### src/rtl/lsu_port.sv
// Load/store initiator: one RISC-V access per request, split into two word transactions across a boundary.
// Latency 2 cycles aligned, 3 split, 1 illegal, +1 per mem_ready=0 cycle; req_ready only in IDLE, bus held while stalled.
module lsu_port (
  input  logic        clk,
  input  logic        reset,
  input  logic        req_valid,
  output logic        req_ready,
  input  logic        is_load,
  input  logic        is_store,
  input  logic [2:0]  funct3,
  input  logic [31:0] addr,
  input  logic [31:0] wdata,
  output logic        resp_valid,
  output logic        resp_err,
  output logic [31:0] rdata,
  output logic        mem_valid,
  input  logic        mem_ready,
  output logic        mem_we,
  output logic [31:0] mem_addr,
  output logic [3:0]  mem_be,
  output logic [31:0] mem_wdata,
  input  logic [31:0] mem_rdata
);

  typedef enum logic [1:0] {IDLE, ACC0, ACC1, DONE} state_t;

  typedef struct packed {
    logic        is_load;
    logic        is_store;
    logic [2:0]  funct3;
    logic [31:0] addr;
    logic [31:0] wdata;
  } req_t;

  state_t      state, state_nxt;
  req_t        req_q;
  logic [31:0] acc_q;
  logic [31:0] rdata_q;
  logic        err_q;

  logic        accept;
  logic        in_legal;
  logic [1:0]  off;
  logic [2:0]  size;
  logic [3:0]  size_mask;
  logic [31:0] wd_masked;
  logic [7:0]  be_wide;
  logic [63:0] wd_wide;
  logic        split;
  logic [31:0] word_addr;
  logic [31:0] rd_first;
  logic [31:0] rd_join;
  logic [31:0] rd_final;
  logic        finish;

  function automatic logic [31:0] extend(input logic [2:0] f3, input logic [31:0] v);
    logic [31:0] r;
    r = '0;
    case (f3)
      3'b000:  r = {{24{v[7]}}, v[7:0]};
      3'b001:  r = {{16{v[15]}}, v[15:0]};
      3'b010:  r = v;
      3'b100:  r = {24'd0, v[7:0]};
      3'b101:  r = {16'd0, v[15:0]};
      default: r = '0;
    endcase
    return r;
  endfunction

  assign accept   = req_valid && req_ready;
  assign in_legal = (is_load ^ is_store)
                 && (funct3 != 3'b011) && (funct3[2:1] != 2'b11)
                 && !(is_store && funct3[2]);

  assign off = req_q.addr[1:0];

  always_comb begin
    size      = 3'd4;
    size_mask = 4'b1111;
    case (req_q.funct3[1:0])
      2'b00: begin size = 3'd1; size_mask = 4'b0001; end
      2'b01: begin size = 3'd2; size_mask = 4'b0011; end
      default: begin size = 3'd4; size_mask = 4'b1111; end
    endcase
  end

  // Lanes beyond the access size are cleared so unused write lanes stay 0.
  assign wd_masked = req_q.wdata & {{8{size_mask[3]}}, {8{size_mask[2]}},
                                    {8{size_mask[1]}}, {8{size_mask[0]}}};

  // Shift into a double-word window: low half is the first access, high half the second.
  assign be_wide   = {4'b0000, size_mask} << off;
  assign wd_wide   = {32'd0, wd_masked} << {off, 3'b000};
  assign split     = ({1'b0, off} + size) > 3'd4;
  assign word_addr = {req_q.addr[31:2], 2'b00};

  assign rd_first = mem_rdata >> {off, 3'b000};
  assign rd_join  = acc_q | (mem_rdata << {(3'd4 - {1'b0, off}), 3'b000});
  assign rd_final = (state == ACC1) ? rd_join : rd_first;
  assign finish   = mem_ready && (((state == ACC0) && !split) || (state == ACC1));

  always_ff @(posedge clk) begin
    if (reset) state <= IDLE;
    else       state <= state_nxt;
  end

  always_comb begin
    state_nxt  = state;
    req_ready  = 1'b0;
    resp_valid = 1'b0;
    mem_valid  = 1'b0;
    mem_we     = 1'b0;
    mem_addr   = '0;
    mem_be     = '0;
    mem_wdata  = '0;
    case (state)
      IDLE: begin
        req_ready = 1'b1;
        if (accept) state_nxt = in_legal ? ACC0 : DONE;
      end
      ACC0: begin
        mem_valid = 1'b1;
        mem_we    = req_q.is_store;
        mem_addr  = word_addr;
        mem_be    = be_wide[3:0];
        mem_wdata = wd_wide[31:0];
        if (mem_ready) state_nxt = split ? ACC1 : DONE;
      end
      ACC1: begin
        mem_valid = 1'b1;
        mem_we    = req_q.is_store;
        mem_addr  = word_addr + 32'd4;
        mem_be    = be_wide[7:4];
        mem_wdata = wd_wide[63:32];
        if (mem_ready) state_nxt = DONE;
      end
      DONE: begin
        resp_valid = 1'b1;
        state_nxt  = IDLE;
      end
      default: state_nxt = IDLE;
    endcase
  end

  always_ff @(posedge clk) begin
    if (reset) begin
      req_q   <= '0;
      acc_q   <= '0;
      rdata_q <= '0;
      err_q   <= 1'b0;
    end else begin
      if (accept) begin
        req_q <= '{is_load: is_load, is_store: is_store, funct3: funct3,
                   addr: addr, wdata: wdata};
        if (!in_legal) begin
          err_q   <= 1'b1;
          rdata_q <= '0;
        end
      end
      if ((state == ACC0) && mem_ready) acc_q <= rd_first;
      if (finish) begin
        err_q   <= 1'b0;
        rdata_q <= req_q.is_load ? extend(req_q.funct3, rd_final) : 32'd0;
      end
    end
  end

  assign rdata    = rdata_q;
  assign resp_err = err_q;

endmodule

### config.mk
export PLATFORM = sky130hd
export DESIGN_NAME = lsu_port
export DESIGN_NICKNAME = d
export VERILOG_FILES = /design/src/rtl/lsu_port.sv
export SDC_FILE = /design/constraint.sdc
export NUM_CORES = 1
export LEC_CHECK = 0
export CAP_MARGIN = 15
export CORE_MARGIN = 10
export CORE_UTILIZATION = 40
export DETAILED_ROUTE_END_ITERATION = 6
export GPL_TIMING_DRIVEN = 0
export HOLD_SLACK_MARGIN = 0.08
export PLACE_DENSITY = 0.63
export SLEW_MARGIN = 20
export SYNTH_ARGS = -nofsm -noshare
export SYNTH_HDL_FRONTEND = slang
export SYNTH_SLANG_ARGS = --single-unit
### constraint.sdc
create_clock -name clk -period 3.99 [get_ports clk]
set_input_delay 0.5985 -clock clk [delete_from_list [all_inputs] [get_ports clk]]
set_output_delay 0.5985 -clock clk [all_outputs]
set_load 0.02 [all_outputs]
==> impl_metrics.yaml, run 1 <==
routing:
  drtIter0Drc: 1036
  ant_nets: 0
  vias: 9789
  drt-pass1-iter-count: 6
  routedWlPerCell_um: 21.1
  finalWirelength_um: 35500
  drcViolationCount: 0
  via_per_inst: 5.82
critical_path:
  crit_type: "flip-flop to primary output"
  required_ns: 3.39
  crit_arrival_ns: 3.25
  r2r_cells: 11
  critical_path.startpoint_type: "flip-flop"
  crit_fanout: 10
  end_kind: "primary output"
pwr:
  p_int_mw: 3.68
  irDropWorstVdd_mv: 0.258
  p_clk_share_pct: 29.4
  p_sw_share_pct: 40.6
  p_comb_share_pct: 42.0
  pwr-share-seq_pct: 28.6
  p_switching_mw: 2.52
  power.density_mw_per_mm2: 535
  leakagePower_nw: 4.00
global_route:
  grt.overflow.total: 0
  grt_max_degree: 17
  first_global_vias: 9517
  antenna_found_initial: 0
  grt_pass1_wl_um: 53400
  track_usage_pct: 25.1
synth:
  yosys.area.top_type_share_pct: 32.2
  synth_top_flop_cell: "dfxtp_1"
  synth_largest_area_cell: "dfxtp_1"
  synthTopCellsByArea: "dfxtp_1, nand2_1, a21oi_1, o21ai_0, clkbuf_1"
  ys_seq_area_share_pct: 32.2
  synthArstFlopShare_pct: 0
  yosysWarnings: 0
  ys_ff_latch: 136
  syn-cell-area_sq_mm: 0.00845
  avgSynthCellArea_sq_um: 7.23
  netlist_instances: 1170
  synth_cell_types: 59
  synth_edf_count: 0
clock_network:
  clock_sinks: 136
  clk_path_buf_depth: 2
  cts_setup_buffers: 0
  path_clk_slew_ns: 0.06
  cts_made_buffers: 17
  clock_latency_ns: 0.43
  cts_hold_buf: 0
  cts-root-buf: "clkbuf_16"
  cts_max_level: 4
  cts_tree: "built"
sta:
  max_slew.worst_pin.slew_ns: 1.03
  finalCritPeriodShare_pct: 96.5
  finClkSkew_ns: 0.00988
  min_period_ns: 3.85
  grt_setup_unrepaired: "no"
  final-hold-violation-count: 0
  setup_tns_ns: 0
  finalSetupViolations: 0
  relSlewSlack_pct: 30.7
  slew_violations: 0
  timing.final.ws_setup_ns: 0.140
  fmax_mhz: 260
placed_design:
  dp_hpwl_um: 26700
  pre_cts_slack_ns: 0.0329
  gp_congestion: 0.961
  numPortBuffers: 206
run_status:
  status: "completed"
floorplan:
  ios: 210
  start_util_pct: 40.5
  coreArea_sq_mm: 0.0209
  die_y_um: 165
  die_w_um: 165
  die-area_sq_mm: 0.0274
  num_rows: 53
run:
  drv_cap: 0
cells_and_area:
  finish.utilization_pct: 55.5
  drive_gt1_share_pct: 7.39
  diodes: 0
  fin_nets: 1511
  areaGrowthSynthToFinish_pct: 37.1
hold_path:
  min_path_cells: 2
  hp-class: "flip-flop to flip-flop"
[routing by layer]
layer | vias up | share of wire, % | global-route usage (%)
li1 | 4622 | - | -
met1 | 4589 | 41 | 31.4
met2 | 491 | 46 | 40.3
met3 | 87 | 9.2 | 6.17
met4 | 0 | 3.5 | 11.0
met5 | - | 0 | 0
[registers in the layout (all words and copies together), names as in the netlist]
name	flops
state	2
req_q	67
acc_q	32
rdata	32
resp_err	1
off	2
[layout by cell type (no fill, tap or decap), drive strengths merged, types with 26 or more instances in the layout]
master / n
clkbuf: 91
dfxtp: 136
a22oi: 26
nand2: 284
o21ai: 54
a21oi: 147
nor2: 64
buf: 30
clkdlybuf4s50: 204
nand3: 39
[worst paths after layout]
check,startpoint,endpoint,slack (ns)
worst max-delay path,state[1],mem_be[3],0.14
worst min-delay path,acc_q[27],acc_q[27],0.45
worst max register to register,off[0],rdata[6],0.30
worst min register to register,acc_q[27],acc_q[27],0.45
[kinds of logic after synthesis]
| logic type | synth area share, % |
|---|---|
| simple gates | 26.0 |
| mux | 7.89 |
| compound gates | 25.8 |
| fa+ha+maj | 1.57 |
| buf+inv | 5.80 |
| flops | 32.2 |
| other cells | 0.0444 |
| xor+xnor | 0.725 |
[critical path: stages (launching register included)]
cell and delay [ns]:
dfxtp_1 0.34, inv_1 0.12, ha_1 0.17, clkbuf_2 0.25, clkbuf_2 0.32, nand2_1 0.21
clkbuf_1 0.37, a211oi_2 0.37, clkdlybuf4s50_1 0.68
[power by group through the flow]
stage | registers [mW] | clock network, mW | logic, mW
detailed placement | 1.79 | 0 | 2.53
global route | 1.80 | 1.89 | 2.82
CTS | 1.77 | 1.83 | 2.55
global placement | 1.79 | 0 | 2.52
finish | 1.78 | 1.82 | 2.61
floorplan | 1.74 | 0 | 1.62
[timing repair]
item | CTS | global route
endpoints found under the setup margin | 15 | 38
hold endpoints to repair | 0 | 0
gates resized for setup | 6 | 19
[synthesized netlist by cell type, types with 5 or more instances]
cell / instances
nor3_1: 17
a211o_1: 9
o31ai_1: 5
o311ai_0: 15
o22ai_1: 15
o21ai_0: 54
mux2i_1: 25
buf_1: 7
a22o_1: 18
buf_2: 17
nand2_1: 284
and2_1: 15
nand3b_1: 8
clkbuf_1: 70
nor2_1: 64
nand3_1: 39
or3_1: 9
a21boi_0: 5
nor2b_1: 22
buf_4: 7
dfxtp_1: 136
mux2_2: 21
inv_1: 10
ha_1: 9
and3_1: 8
a22oi_1: 26
nand4_1: 11
a31oi_1: 17
mux4_2: 8
nand2b_1: 9
a21oi_1: 147
a211oi_1: 18
[per-stage QoR]
stage	hold WS [ns]	power (mW)	std cells	area, sq um
6_report	0.452	6.20	1682	11600
5_1_grt	0.471	6.50	1682	11600
4_1_cts	0.452	6.15	1682	11500
3_5_place_dp	0.443	4.33	1652	10900
3_3_place_gp	0.439	4.30	1652	10900
2_1_floorplan	0.432	3.36	1171	8460
[cell type report]
class	count	area [sq um]
Tap cell	275	344
Timing Repair Buffer	206	2070
Inverter	11	41.3
Clock inverter	12	225
Clock buffer	18	439
Multi-Input combinational cell	921	5290
Buffer	103	465
Sequential cell	136	2720
Fill cell	2094	9300
No activity file was read; power rests on OpenSTA's default activity.
==> inputs of run 2 (changes only) <==
--- a/config.mk
+++ b/config.mk
@@ -6,13 +6,14 @@
 export NUM_CORES = 1
 export LEC_CHECK = 0
 export CAP_MARGIN = 15
+export CELL_PAD_IN_SITES_DETAIL_PLACEMENT = 0
+export CELL_PAD_IN_SITES_GLOBAL_PLACEMENT = 1
 export CORE_MARGIN = 10
-export CORE_UTILIZATION = 40
+export CORE_UTILIZATION = 36
 export DETAILED_ROUTE_END_ITERATION = 6
 export GPL_TIMING_DRIVEN = 0
 export HOLD_SLACK_MARGIN = 0.08
-export PLACE_DENSITY = 0.63
-export SLEW_MARGIN = 20
+export PLACE_DENSITY = 0.78
 export SYNTH_ARGS = -nofsm -noshare
 export SYNTH_HDL_FRONTEND = slang
 export SYNTH_SLANG_ARGS = --single-unit
==> impl_metrics.yaml, run 2 (synthesized netlist as in run 1, its figures left out) <==
floorplan:
  num_rows: 56
  start_util_pct: 36.3
  die_w_um: 173
  ios: 210
  die_y_um: 173
  die-area_sq_mm: 0.0300
  coreArea_sq_mm: 0.0233
clock_network:
  cts_max_level: 4
  cts_made_buffers: 17
  clock_sinks: 136
  cts-root-buf: "clkbuf_16"
  clock_latency_ns: 0.43
  cts_tree: "built"
  clk_path_buf_depth: 2
  cts_hold_buf: 0
  path_clk_slew_ns: 0.06
sta:
  finalSetupViolations: 0
  min_period_ns: 3.91
  relSlewSlack_pct: 38.0
  slew_violations: 0
  max_slew.worst_pin.slew_ns: 0.922
  finClkSkew_ns: 0.00758
  fmax_mhz: 256
  setup_tns_ns: 0
  finalCritPeriodShare_pct: 98.1
  whs_ns: 0.450
  final-hold-violation-count: 0
  grt_setup_unrepaired: "no"
global_route:
  track_usage_pct: 23.3
  antenna_found_initial: 1
  grt_max_degree: 17
  first_global_vias: 9527
  grt_pass1_wl_um: 55700
  grt.overflow.total: 0
pwr:
  irDropWorstVdd_mv: 0.258
  power.density_mw_per_mm2: 516
  leakagePower_nw: 3.91
critical_path:
  startpoint: "off[0]"
  crit_type: "flip-flop to primary output"
  cp_num_buf_inv: 6
  path_cells: "clkbuf_4, buf_4, inv_1, buf_2, ha_1, clkbuf_1, a32o_1, clkdlybuf4s50_1"
  required_ns: 3.39
  cpMaxStageDelayCell: "clkdlybuf4s50_1"
  critical_path.startpoint_type: "flip-flop"
  end_kind: "primary output"
  critical-path-max-stage-delay_ns: 0.65
  worstReg2RegStart: "req_q[65]"
  crit_fanout: 11
  critPathTopFamily: "buffers and inverters"
  crit_arrival_ns: 3.31
routing:
  routedWlPerCell_um: 21.0
  drtIter0Drc: 992
  drcViolationCount: 0
  vias: 9722
  ant_nets: 0
  finalWirelength_um: 36300
  via_per_inst: 5.62
  drt-pass1-iter-count: 6
hold_path:
  hp-class: "flip-flop to flip-flop"
  min_from: "req_q[67]"
cells_and_area:
  drive_gt1_share_pct: 7.52
  top_register: "req_q"
  fin_nets: 1513
  largest_register_ffs: 67
  fillers: 2408
  areaGrowthSynthToFinish_pct: 36.7
  mostFrequentLayoutCells: "nand2_1, clkdlybuf4s50_1, a21oi_1"
  final_common_cell: "nand2_1"
  regArea_sq_mm: 0.00272
  multi_input_area_sq_mm: 0.00529
placed_design:
  dp_hpwl_um: 27500
  numPortBuffers: 206
  gp_congestion: 0.923
run_status:
  status: "completed"
run:
  drv_cap: 0
## run 2: changes by cell type in the layout (fill, tap and decap cells not counted), moves of 2 or more
cell,change
clkdlybuf4s50_1,+2
buf_4,+2
inv_6,+3
dlymetal6s2s_1,-2
bufinv_16,-5
clkinvlp_4,+4
## run 2: area by class of cell
cell class	count	area share [%]
multi-input cells	921	45.8
flip-flops and latches	136	23.6
repair buffers	208	18.0
plain buffers	103	4.02
clock buffers	18	3.80
well taps	319	3.45
clock inverters	13	1.06
inverters	11	0.357
diodes	1	0.0217
## run 2: report_power, final
group | leakage, nW | total (mW) | internal [mW] | switching, mW
Clock | 0.265 | 1.55 | 0.876 | 0.673
Sequential | 1.11 | 1.77 | 1.57 | 0.204
Combinational | 2.54 | 2.64 | 0.940 | 1.70
## run 2: metrics by stage
stage / setup WS, ns / std cells / utilization (%) / power (mW) / instance area, sq um
final: 0.0766 / 1730 / 49.7 / 5.97 / 11600
after global routing: 0.00187 / 1729 / 49.7 / 6.28 / 11600
after CTS: 0.0155 / 1727 / 49.4 / 5.91 / 11500
after detailed placement: 0.0241 / 1696 / 46.9 / 4.37 / 10900
after global placement: 0.0387 / 1696 / 46.9 / 4.35 / 10900
after floorplan: 1.08 / 1171 / - / 3.36 / 8460
## run 2: what timing repair did
action / CTS / global route
buffers inserted: 0 / 2
pin swaps: 0 / 1
gates resized for setup: 5 / 15
endpoints found under the setup margin: 29 / 48
## run 2: path summary, 6_finish.rpt
kind | endpoint | slack, ns | depth (start not counted)
max reg2reg | rdata[9] | 0.24 | 12
max | mem_be[0] | 0.08 | 8
min reg2reg | req_q[67] | 0.45 | 2
min | req_q[67] | 0.45 | 2
## run 2: worst register-to-register path, cell delays in order (launching register included)
cell,delay [ns]
dfxtp_1,0.35
clkbuf_1,0.22
or2_2,0.33
clkbuf_1,0.30
inv_1,0.20
ha_1,0.17
inv_1,0.05
fa_1,0.48
nand2b_1,0.09
a31o_2,0.30
nor2_1,0.58
nand2_1,0.36
a31oi_1,0.24
## run 2: layer usage
metal	track usage [%]	up-vias	share of wire, %
met2	37.6	478	46
met4	7.29	0	2.7
met5	0	-	0
li1	-	4618	-
met3	5.64	71	9.1
met1	30.0	4555	42
